**src/rtl/opr_sequencer_pkg.sv**
```systemverilog
// Shared types, decode constants and step-ordering helpers for the
// operate-microinstruction sequencer.
package opr_pkg;

    // IDLE..S_ROT2 are numbered in group-1 issue order so next_step can scan by value.
    typedef enum logic [3:0] {
        IDLE   = 4'd0,
        S_CLA  = 4'd1,
        S_CLL  = 4'd2,
        S_CMA  = 4'd3,
        S_CML  = 4'd4,
        S_IAC  = 4'd5,
        S_ROT1 = 4'd6,
        S_ROT2 = 4'd7,
        S_SKIP = 4'd8,
        S_DONE = 4'd9
    } state_e;

    localparam logic [2:0] OPR_OPCODE = 3'b111;
    localparam int GROUP_BIT = 8;

    localparam int G1_CLA = 7;
    localparam int G1_CLL = 6;
    localparam int G1_CMA = 5;
    localparam int G1_CML = 4;
    localparam int G1_RAR = 3;
    localparam int G1_RAL = 2;
    localparam int G1_BSW = 1;
    localparam int G1_IAC = 0;

    localparam int G2_CLA = 7;
    localparam int G2_SMA = 6;
    localparam int G2_SZA = 5;
    localparam int G2_SNL = 4;
    localparam int G2_REV = 3;
    localparam int G2_G3  = 0;

    function automatic logic is_group1(input logic [11:0] ir);
        return (ir[11:9] == OPR_OPCODE) && !ir[GROUP_BIT];
    endfunction

    function automatic logic is_group2(input logic [11:0] ir);
        return (ir[11:9] == OPR_OPCODE) && ir[GROUP_BIT] && !ir[G2_G3];
    endfunction

    function automatic logic skip_eval(input logic [11:0] ir, input logic accminus,
                                       input logic acczero, input logic cyout);
        return ((ir[G2_SMA] & accminus) | (ir[G2_SZA] & acczero) | (ir[G2_SNL] & cyout))
               ^ ir[G2_REV];
    endfunction

    function automatic state_e next_step(input state_e cur, input logic [11:0] ir);
        logic [7:0] en;
        logic       rot;
        state_e     nxt;
        nxt = S_DONE;
        en  = '0;
        // Contradictory RAR+RAL suppresses both rotate steps.
        rot = ir[G1_RAR] ^ ir[G1_RAL];
        if (is_group1(ir)) begin
            en = {rot & ir[G1_BSW], rot, ir[G1_IAC], ir[G1_CML], ir[G1_CMA],
                  ir[G1_CLL], ir[G1_CLA], 1'b0};
            for (int k = 7; k >= 1; k--) begin
                if (en[k] && (k > int'(cur))) nxt = state_e'(k[3:0]);
            end
        end else if (is_group2(ir)) begin
            if (cur == IDLE) nxt = S_SKIP;
            else if ((cur == S_SKIP) && ir[G2_CLA]) nxt = S_CLA;
        end
        return nxt;
    endfunction

endpackage

```
**src/rtl/opr_sequencer_if.sv**
```systemverilog
// Start/status/strobe bundle between the main control FSM, the sequencer
// and the accumulator/carry block.
interface opr_sequencer_if;
    logic        start;
    logic [11:0] ir;
    logic        accminus;
    logic        acczero;
    logic        cyout;
    logic        clearacc;
    logic        clearcy;
    logic        compacc;
    logic        compcy;
    logic        RL;
    logic        RR;
    logic        iac;
    logic        busy;
    logic        done;
    logic        skip;

    modport master (
        output start, ir, accminus, acczero, cyout,
        input  clearacc, clearcy, compacc, compcy, RL, RR, iac, busy, done, skip
    );

    modport slave (
        input  start, ir, accminus, acczero, cyout,
        output clearacc, clearcy, compacc, compcy, RL, RR, iac, busy, done, skip
    );
endinterface

```
**src/rtl/opr_sequencer.sv**
```systemverilog
// Turns a latched OPR instruction into one accumulator/carry strobe per cycle,
// evaluating the group-2 skip condition on the way.
module opr_sequencer
    import opr_pkg::*;
(
    input logic            clk,
    input logic            rst,
    opr_sequencer_if.slave bus
);

    state_e      state_q, state_d;
    logic [11:0] ir_q, ir_d;
    logic        skip_q, skip_d;
    logic [6:0]  strobe_q, strobe_d;
    logic        busy_q, busy_d;
    logic        done_q, done_d;
    logic        rotate_d;

    always_comb begin
        state_d = state_q;
        ir_d    = ir_q;
        skip_d  = skip_q;
        case (state_q)
            IDLE: begin
                if (bus.start) begin
                    ir_d    = bus.ir;
                    skip_d  = 1'b0;
                    state_d = next_step(IDLE, bus.ir);
                end
            end
            S_DONE: state_d = IDLE;
            default: begin
                if (state_q == S_SKIP)
                    skip_d = skip_eval(ir_q, bus.accminus, bus.acczero, bus.cyout);
                state_d = next_step(state_q, ir_q);
            end
        endcase

        // Outputs are decoded from the upcoming state so they register alongside it.
        rotate_d = (state_d == S_ROT1) || (state_d == S_ROT2);
        strobe_d = {state_d == S_CLA, state_d == S_CLL, state_d == S_CMA, state_d == S_CML,
                    rotate_d & ir_d[G1_RAL], rotate_d & ir_d[G1_RAR], state_d == S_IAC};
        busy_d   = (state_d != IDLE);
        done_d   = (state_d == S_DONE);
    end

    always_ff @(posedge clk or negedge rst) begin
        if (!rst) begin
            state_q  <= IDLE;
            ir_q     <= '0;
            skip_q   <= 1'b0;
            strobe_q <= '0;
            busy_q   <= 1'b0;
            done_q   <= 1'b0;
        end else begin
            state_q  <= state_d;
            ir_q     <= ir_d;
            skip_q   <= skip_d;
            strobe_q <= strobe_d;
            busy_q   <= busy_d;
            done_q   <= done_d;
        end
    end

    assign {bus.clearacc, bus.clearcy, bus.compacc, bus.compcy,
            bus.RL, bus.RR, bus.iac} = strobe_q;
    assign bus.busy = busy_q;
    assign bus.done = done_q;
    assign bus.skip = skip_q;

endmodule

```
**src/flat_wrapper.sv**
```systemverilog
// flat-port wrapper written by rule: the top's interface ports become plain ports
module opr_sequencer_flat import opr_pkg::*;
  (clk, rst, bus_start, bus_ir, bus_accminus, bus_acczero, bus_cyout, bus_clearacc, bus_clearcy, bus_compacc, bus_compcy, bus_RL, bus_RR, bus_iac, bus_busy, bus_done, bus_skip);
  opr_sequencer_if bus_i ();
  input logic clk;
  input logic rst;
  input wire logic [$bits(bus_i.start)-1:0] bus_start;
  input wire logic [$bits(bus_i.ir)-1:0] bus_ir;
  input wire logic [$bits(bus_i.accminus)-1:0] bus_accminus;
  input wire logic [$bits(bus_i.acczero)-1:0] bus_acczero;
  input wire logic [$bits(bus_i.cyout)-1:0] bus_cyout;
  output wire logic [$bits(bus_i.clearacc)-1:0] bus_clearacc;
  output wire logic [$bits(bus_i.clearcy)-1:0] bus_clearcy;
  output wire logic [$bits(bus_i.compacc)-1:0] bus_compacc;
  output wire logic [$bits(bus_i.compcy)-1:0] bus_compcy;
  output wire logic [$bits(bus_i.RL)-1:0] bus_RL;
  output wire logic [$bits(bus_i.RR)-1:0] bus_RR;
  output wire logic [$bits(bus_i.iac)-1:0] bus_iac;
  output wire logic [$bits(bus_i.busy)-1:0] bus_busy;
  output wire logic [$bits(bus_i.done)-1:0] bus_done;
  output wire logic [$bits(bus_i.skip)-1:0] bus_skip;
  assign bus_i.start = bus_start;
  assign bus_i.ir = bus_ir;
  assign bus_i.accminus = bus_accminus;
  assign bus_i.acczero = bus_acczero;
  assign bus_i.cyout = bus_cyout;
  assign bus_clearacc = bus_i.clearacc;
  assign bus_clearcy = bus_i.clearcy;
  assign bus_compacc = bus_i.compacc;
  assign bus_compcy = bus_i.compcy;
  assign bus_RL = bus_i.RL;
  assign bus_RR = bus_i.RR;
  assign bus_iac = bus_i.iac;
  assign bus_busy = bus_i.busy;
  assign bus_done = bus_i.done;
  assign bus_skip = bus_i.skip;
  opr_sequencer u_core (.clk(clk), .rst(rst), .bus(bus_i));
endmodule
```
**config.mk**
```make
export PLATFORM = sky130hd
export DESIGN_NAME = opr_sequencer_flat
export DESIGN_NICKNAME = d
export VERILOG_FILES = /design/src/rtl/opr_sequencer_pkg.sv /design/src/rtl/opr_sequencer_if.sv /design/src/rtl/opr_sequencer.sv /design/src/flat_wrapper.sv
export SDC_FILE = /design/constraint.sdc
export NUM_CORES = 1
export LEC_CHECK = 0
export CAP_MARGIN = 20
export CORE_ASPECT_RATIO = 1.1
export CORE_MARGIN = 8
export CORE_UTILIZATION = 25
export CTS_BUF_LIST = sky130_fd_sc_hd__clkbuf_4 sky130_fd_sc_hd__clkbuf_8 sky130_fd_sc_hd__clkbuf_16
export DETAILED_ROUTE_END_ITERATION = 12
export GPL_ROUTABILITY_DRIVEN = 0
export GPL_TIMING_DRIVEN = 0
export REMOVE_ABC_BUFFERS = 1
export SETUP_SLACK_MARGIN = 0.3
export SYNTH_ARGS = -nofsm -noshare
export SYNTH_HDL_FRONTEND = slang
export SYNTH_SLANG_ARGS = --single-unit
```
**constraint.sdc**
```tcl
create_clock -name clk -period 2.5 [get_ports clk]
set_clock_uncertainty 0.05 [all_clocks]
set_input_delay 0.375 -clock clk [delete_from_list [all_inputs] [get_ports clk]]
set_output_delay 0.375 -clock clk [all_outputs]
set_load 0.02 [all_outputs]
```
; After elaboration in Yosys (flattened, before gate mapping)
; Index checks and enable logic that the tools add are counted.
; W data, S select, Z words.
[word_totals]
ff_bits = 26
input_bits = 18
[op_classes]
magnitude_cmp = 7
n_eq_ne = 13
muxes = 26
bitwise_logic = 13
n_reduce_logical = 24
[ops]
columns = operator, n
row1 = $mux W4, 21
row2 = $eq A4 B3 Y1 const B, 4
row3 = $gt A3 B4 Y1 const A, 4
row4 = $logic_and A1 B1 Y1, 14
row5 = $eq A4 B4 Y1 const B, 3
row6 = $eq A4 B2 Y1 const B, 2
row7 = $gt A2 B4 Y1 const A, 2
row8 = $pmux W4 S2, 1
row9 = $and A1 B1 Y1, 7
row10 = $eq A3 B3 Y1 const B, 2
row11 = $eq A4 B1 Y1 const B, 1
row12 = $gt A1 B4 Y1 const A, 1
row13 = $logic_not A1 Y1, 4
row14 = $logic_not A4 Y1, 1
row15 = $reduce_bool A4 Y1, 1
row16 = $mux W1, 3
row17 = $reduce_and A3 Y1, 1
row18 = $xor A1 B1 Y1, 3
row19 = $ne A2 B2 Y1 const B, 1
row20 = $or A1 B1 Y1, 2
row21 = $pmux W1 S2, 1
row22 = $reduce_and A2 Y1, 1
row23 = $reduce_bool A2 Y1, 1
row24 = $logic_or A1 B1 Y1, 1
row25 = $not A1 Y1, 1

; Longest topological paths before layout
[logic_depth]
ltp_word = 15
mapped_depth = 7
mapped_depth_nobuf = 5

; Worst setup path after synthesis
; OpenSTA, ideal clock, no wires.
[synth_path]
path_kind = reg-to-reg
from = reg u_core.state_q[0]
to = reg u_core.strobe_q[5]
setup_ns = 0.080
t_arrival_ns = 1.771
path_slack_ns = 0.599
stages_incl_launch_ff = 7
n_path_buf = 1
path_cell_list = dfrtp_1 -> buf_6 -> nor2b_4 -> o41ai_2 -> a41oi_1 -> or4b_4 -> nor3b_2
[synth_via]
elab_chain_len = 12
elab_cells_between_ends = 31
cone_classes = order compare (7) / eq/ne (3) / mux (12) / reduce/logical (9)
[synth_rtl]
columns = item, line_no
row1 = "start, declared", opr_sequencer.sv:11  ; state_e state_q, state_d;
row2 = "start signal, assigned", opr_sequencer.sv:56  ; state_q <= state_d;
row3 = $gt A3 B4 Y1, opr_sequencer_pkg.sv:64  ; if (en[k] && (k > int'(cur))) nxt = state_e'(k[3:0]);
row4 = $logic_and A1 B1 Y1, opr_sequencer_pkg.sv:64
row5 = $mux W4 (7 in a row), opr_sequencer_pkg.sv:64
row6 = $mux W4, opr_sequencer_pkg.sv:60  ; if (is_group1(ir)) begin
row7 = $pmux W4 S2 (*), opr_sequencer.sv:23  ; case (state_q)
row8 = $eq A4 B2 Y1 (*), opr_sequencer.sv:41  ; strobe_d = {state_d == S_CLA, state_d == S_CLL, state_d == S_CMA, state_d == S_CML,
row9 = named net u_core.strobe_d[5], opr_sequencer.sv:14  ; logic [6:0] strobe_q, strobe_d;
row10 = "end signal, assigned", opr_sequencer.sv:59  ; strobe_q <= strobe_d;
row11 = "end, declared", opr_sequencer.sv:14
; The timed path passes the listed nets; every way through them passes the cells marked *.
; A chain may end at the register's enable or synchronous reset.

; Final worst setup path
[layout_path]
from = reg u_core.state_q[3]
to = reg u_core.strobe_q[5]
; Same word-level chain as after synthesis.

==> summary.txt <==
Outcome
  • Result of the run: complete, no violations

Yosys
  • Ys Warns: 0
  • Area leader, netlist: sky130_fd_sc_hd__dfrtp_1
  • Count of flip-flops with a built-in enable after synthesis: 0
  • Number of distinct library cell variants in the gate-level netlist after synthesis: 42
  • Post-synthesis async set-or-reset flop share: 100%
  • #FFs+latches synth: 26
  • Gate count of the mapped netlist: 140
  • Post-Synthesis Cell Area: roughly 0.0013 sq mm
  • Most common flop cell mapped by yosys: sky130_fd_sc_hd__dfrtp_1
  • Post-Synthesis Mean Instance Area: around 9.4 sq um
  • Post-synth top area share: between 40% and 50%
  • Leading cell types by total area after synthesis: sky130_fd_sc_hd__dfrtp_1 (49%), sky130_fd_sc_hd__nand2_1 (10%), sky130_fd_sc_hd__nor2_1 (2.8%), sky130_fd_sc_hd__xnor2_1 (2.6%), sky130_fd_sc_hd__nor3b_2 (1.9%)
  • Seq/Total Area, Yosys: between 40% and 50%

Timing
  • Pin slew with the least headroom to its limit: between 0.4 and 0.5 ns
  • Final number of hold-violating endpoints: 0
  • Setup repair after global routing missed its margin: no
  • Normalized max-slew margin: between 60% and 70%
  • Final setup violation count: 0
  • Highest clock frequency the design can meet: around 490 MHz
  • TNS Setup: 0 ns
  • WHS: 0.374 ns
  • Clock period minus final worst setup slack: slightly above 2 ns
  • Final number of max-transition violations: 0
  • Period utilization: 81.9%

Die
  • Total Die Area: about 0.0079 sq mm
  • Floorplan die width: 85.4 um
  • Floorplan row count: 27
  • Total core area: between 0.005 and 0.006 sq mm
  • Chip height: 92.3 um
  • Count of pins on the block boundary: 28
  • Starting density of the core: between 20% and 30%

Power
  • Leakage power: a little under 0.8 nW
  • Peak VDD IR: ~0.00025 V
  • PD cells: ~1000 mW/mm^2
  • Final total power: ~1.8 mW

Routing
  • Detailed Route Iter0 Violations: 66
  • Remaining antenna violation count: 0
  • Via count: approximately 1100
  • Top Layer Used: met4
  • Detail Route met3 WL: around 140 um
  • Mean number of vias per cell: around 4.7
  • Post-detailed-route DRC marker count: 0
  • M1 WL: between 1.5 and 2 mm
  • Final Routed Wirelength: between 3 and 4 mm
  • Routed wl met2: approximately 1.4 mm
  • Average wire per standard cell: 13.6 um
  • Initial DRT Pass Iterations: 4

CTS
  • Clock sink count: 26
  • Clock tree from TritonCTS: done
  • Max H-tree Level: 1
  • Clock transition at path regs: around 0.09 ns
  • Deepest clock path buffer count: 2
  • Insertion delay to the later sink of the worst-skew pair: 0.27 ns
  • CTS root buffer: sky130_fd_sc_hd__clkbuf_8
  • Number of buffers created by CTS: 3

Global route
  • Remaining global-route overflow: 0
  • Antenna violations before repair: 0
  • All-layer global routing usage: about 8%
  • First-pass GRT wire length: 5.24 mm
  • Largest net degree at the start of global routing: 20
  • Vias in the first global route: 1079

Finish
  • Number of diodes: 0
  • Leading cell type in the layout, fill and taps excluded: sky130_fd_sc_hd__nand2_1
  • Area grow syn2layout: 31.2%
  • Highest-count cells in the layout ignoring fill and taps: sky130_fd_sc_hd__nand2_1 (36), sky130_fd_sc_hd__clkdlybuf4s50_1 (27), sky130_fd_sc_hd__dfrtp_1 (26)
  • Area occupied by registers: roughly 650 sq um
  • Design Area, Final: about 0.0017 sq mm
  • Number of nets in the final layout: around 190
  • Fraction of layout instances using a drive strength above 1: 7.78%
  • Area occupied by multi-input gates: 621 sq um
  • Fill cells: 545

Run
  • Max-Cap Viols: 0

Setup path
  • Highest net fanout along the worst path: 10
  • Worst EP required: 2.65 ns
  • CP Class: register to register
  • Data arrival time of the critical path: ~2.2 ns
  • Capturing element type of the critical path: register
  • Critical path launch point type: register

Worst hold path
  • Tightest Hold Check Type: input pin to asynchronous set/reset pin

Placement
  • HPWL after DPL: approximately 2.4 mm
  • Port buffer count: 27
  • Total placed instance area: 0.00166 sq mm
-- what timing repair did --
item | CTS | global route
setup buffers | 0 | 0
gates resized for setup | 1 | 1
hold buffers | 0 | 0
setup endpoints to repair | 1 | 7
-- flip-flops by register name (all words and copies together) (netlist names) --
signal,count
u_core.state_q,4
u_core.ir_q,12
u_core.bus.skip,1
u_core.bus.done,1
u_core.bus.busy,1
u_core.strobe_q,7
-- metal layers --
layer	track usage (%)	vias to the layer above
li1	-	538
met1	10.2	485
met2	13.3	26
met3	2.50	4
met4	2.63	0
met5	0	-
-- worst max-delay path, cell delays in order (launching register included) --
cell and delay (ns):
sky130_fd_sc_hd__dfrtp_1 0.60, sky130_fd_sc_hd__nor2b_4 0.06, sky130_fd_sc_hd__o41ai_2 0.27, sky130_fd_sc_hd__a41oi_1 0.20
sky130_fd_sc_hd__or4b_4 0.60, sky130_fd_sc_hd__nor3b_2 0.19
-- area by class of cell --
type,count,area share (%)
clock buffer,3,2.38
tap,58,4.18
clock inverter,1,1.73
timing repair buffer,28,17.2
inverter,6,1.30
multi-input combinational,103,35.8
sequential,26,37.5
-- power breakdown --
part / switching [mW] / leakage, nW / internal [mW] / total (mW)
clock: 0.134 / 0.0357 / 0.214 / 0.348
combinational: 0.387 / 0.398 / 0.361 / 0.749
sequential: 0.134 / 0.334 / 0.557 / 0.690
total: 0.655 / 0.768 / 1.13 / 1.79
-- cells in the mapped netlist, types with 2 or more instances --
| cell type | number |
|---|---|
| sky130_fd_sc_hd__a21boi_0 | 2 |
| sky130_fd_sc_hd__a21oi_1 | 2 |
| sky130_fd_sc_hd__and2_1 | 2 |
| sky130_fd_sc_hd__and3_1 | 2 |
| sky130_fd_sc_hd__buf_6 | 2 |
| sky130_fd_sc_hd__clkbuf_1 | 2 |
| sky130_fd_sc_hd__dfrtp_1 | 26 |
| sky130_fd_sc_hd__inv_1 | 6 |
| sky130_fd_sc_hd__nand2_1 | 36 |
| sky130_fd_sc_hd__nand2b_1 | 3 |
| sky130_fd_sc_hd__nand3_1 | 2 |
| sky130_fd_sc_hd__nand4_1 | 2 |
| sky130_fd_sc_hd__nand4b_1 | 2 |
| sky130_fd_sc_hd__nor2_1 | 10 |
| sky130_fd_sc_hd__nor3_1 | 4 |
| sky130_fd_sc_hd__nor3b_1 | 3 |
| sky130_fd_sc_hd__nor3b_2 | 2 |
| sky130_fd_sc_hd__o21a_1 | 2 |
| sky130_fd_sc_hd__o21ai_0 | 3 |
| sky130_fd_sc_hd__o21ai_1 | 2 |
| sky130_fd_sc_hd__xnor2_1 | 4 |
-- path summary, 6_finish.rpt --
check                                  startpoint                 end  slack [ns]  cells after the start
worst min register to register     u_core.ir_q[7]      u_core.ir_q[7]        0.43                      2
worst max-delay path            u_core.state_q[3]  u_core.strobe_q[5]        0.45                      5
worst min-delay path                          rst      u_core.ir_q[8]        0.37                      1
worst max register to register  u_core.state_q[3]  u_core.strobe_q[5]        0.45                      5
min in group clk                   u_core.ir_q[7]      u_core.ir_q[7]        0.43                      2
max in group asynchronous                     rst   u_core.state_q[1]        1.58                      2
-- kinds of logic after synthesis --
family | count (synthesis) | share of synthesized area [%]
simple gates | 74 | 29.0
compound gates | 25 | 14.8
flops | 26 | 49.2
xor+xnor | 4 | 2.65
buf+inv | 11 | 4.35
-- per-stage QoR --
stage / setup WS, ns / instances / utilization [%]
detailed placement: 0.152 / 221 / 32.7
floorplan: 0.623 / 135 / -
CTS: 0.369 / 225 / 34.2
finish: 0.452 / 225 / 34.2
global placement: 0.143 / 220 / 32.2
global route: 0.334 / 225 / 34.2
No activity file was read; power rests on OpenSTA's default activity.
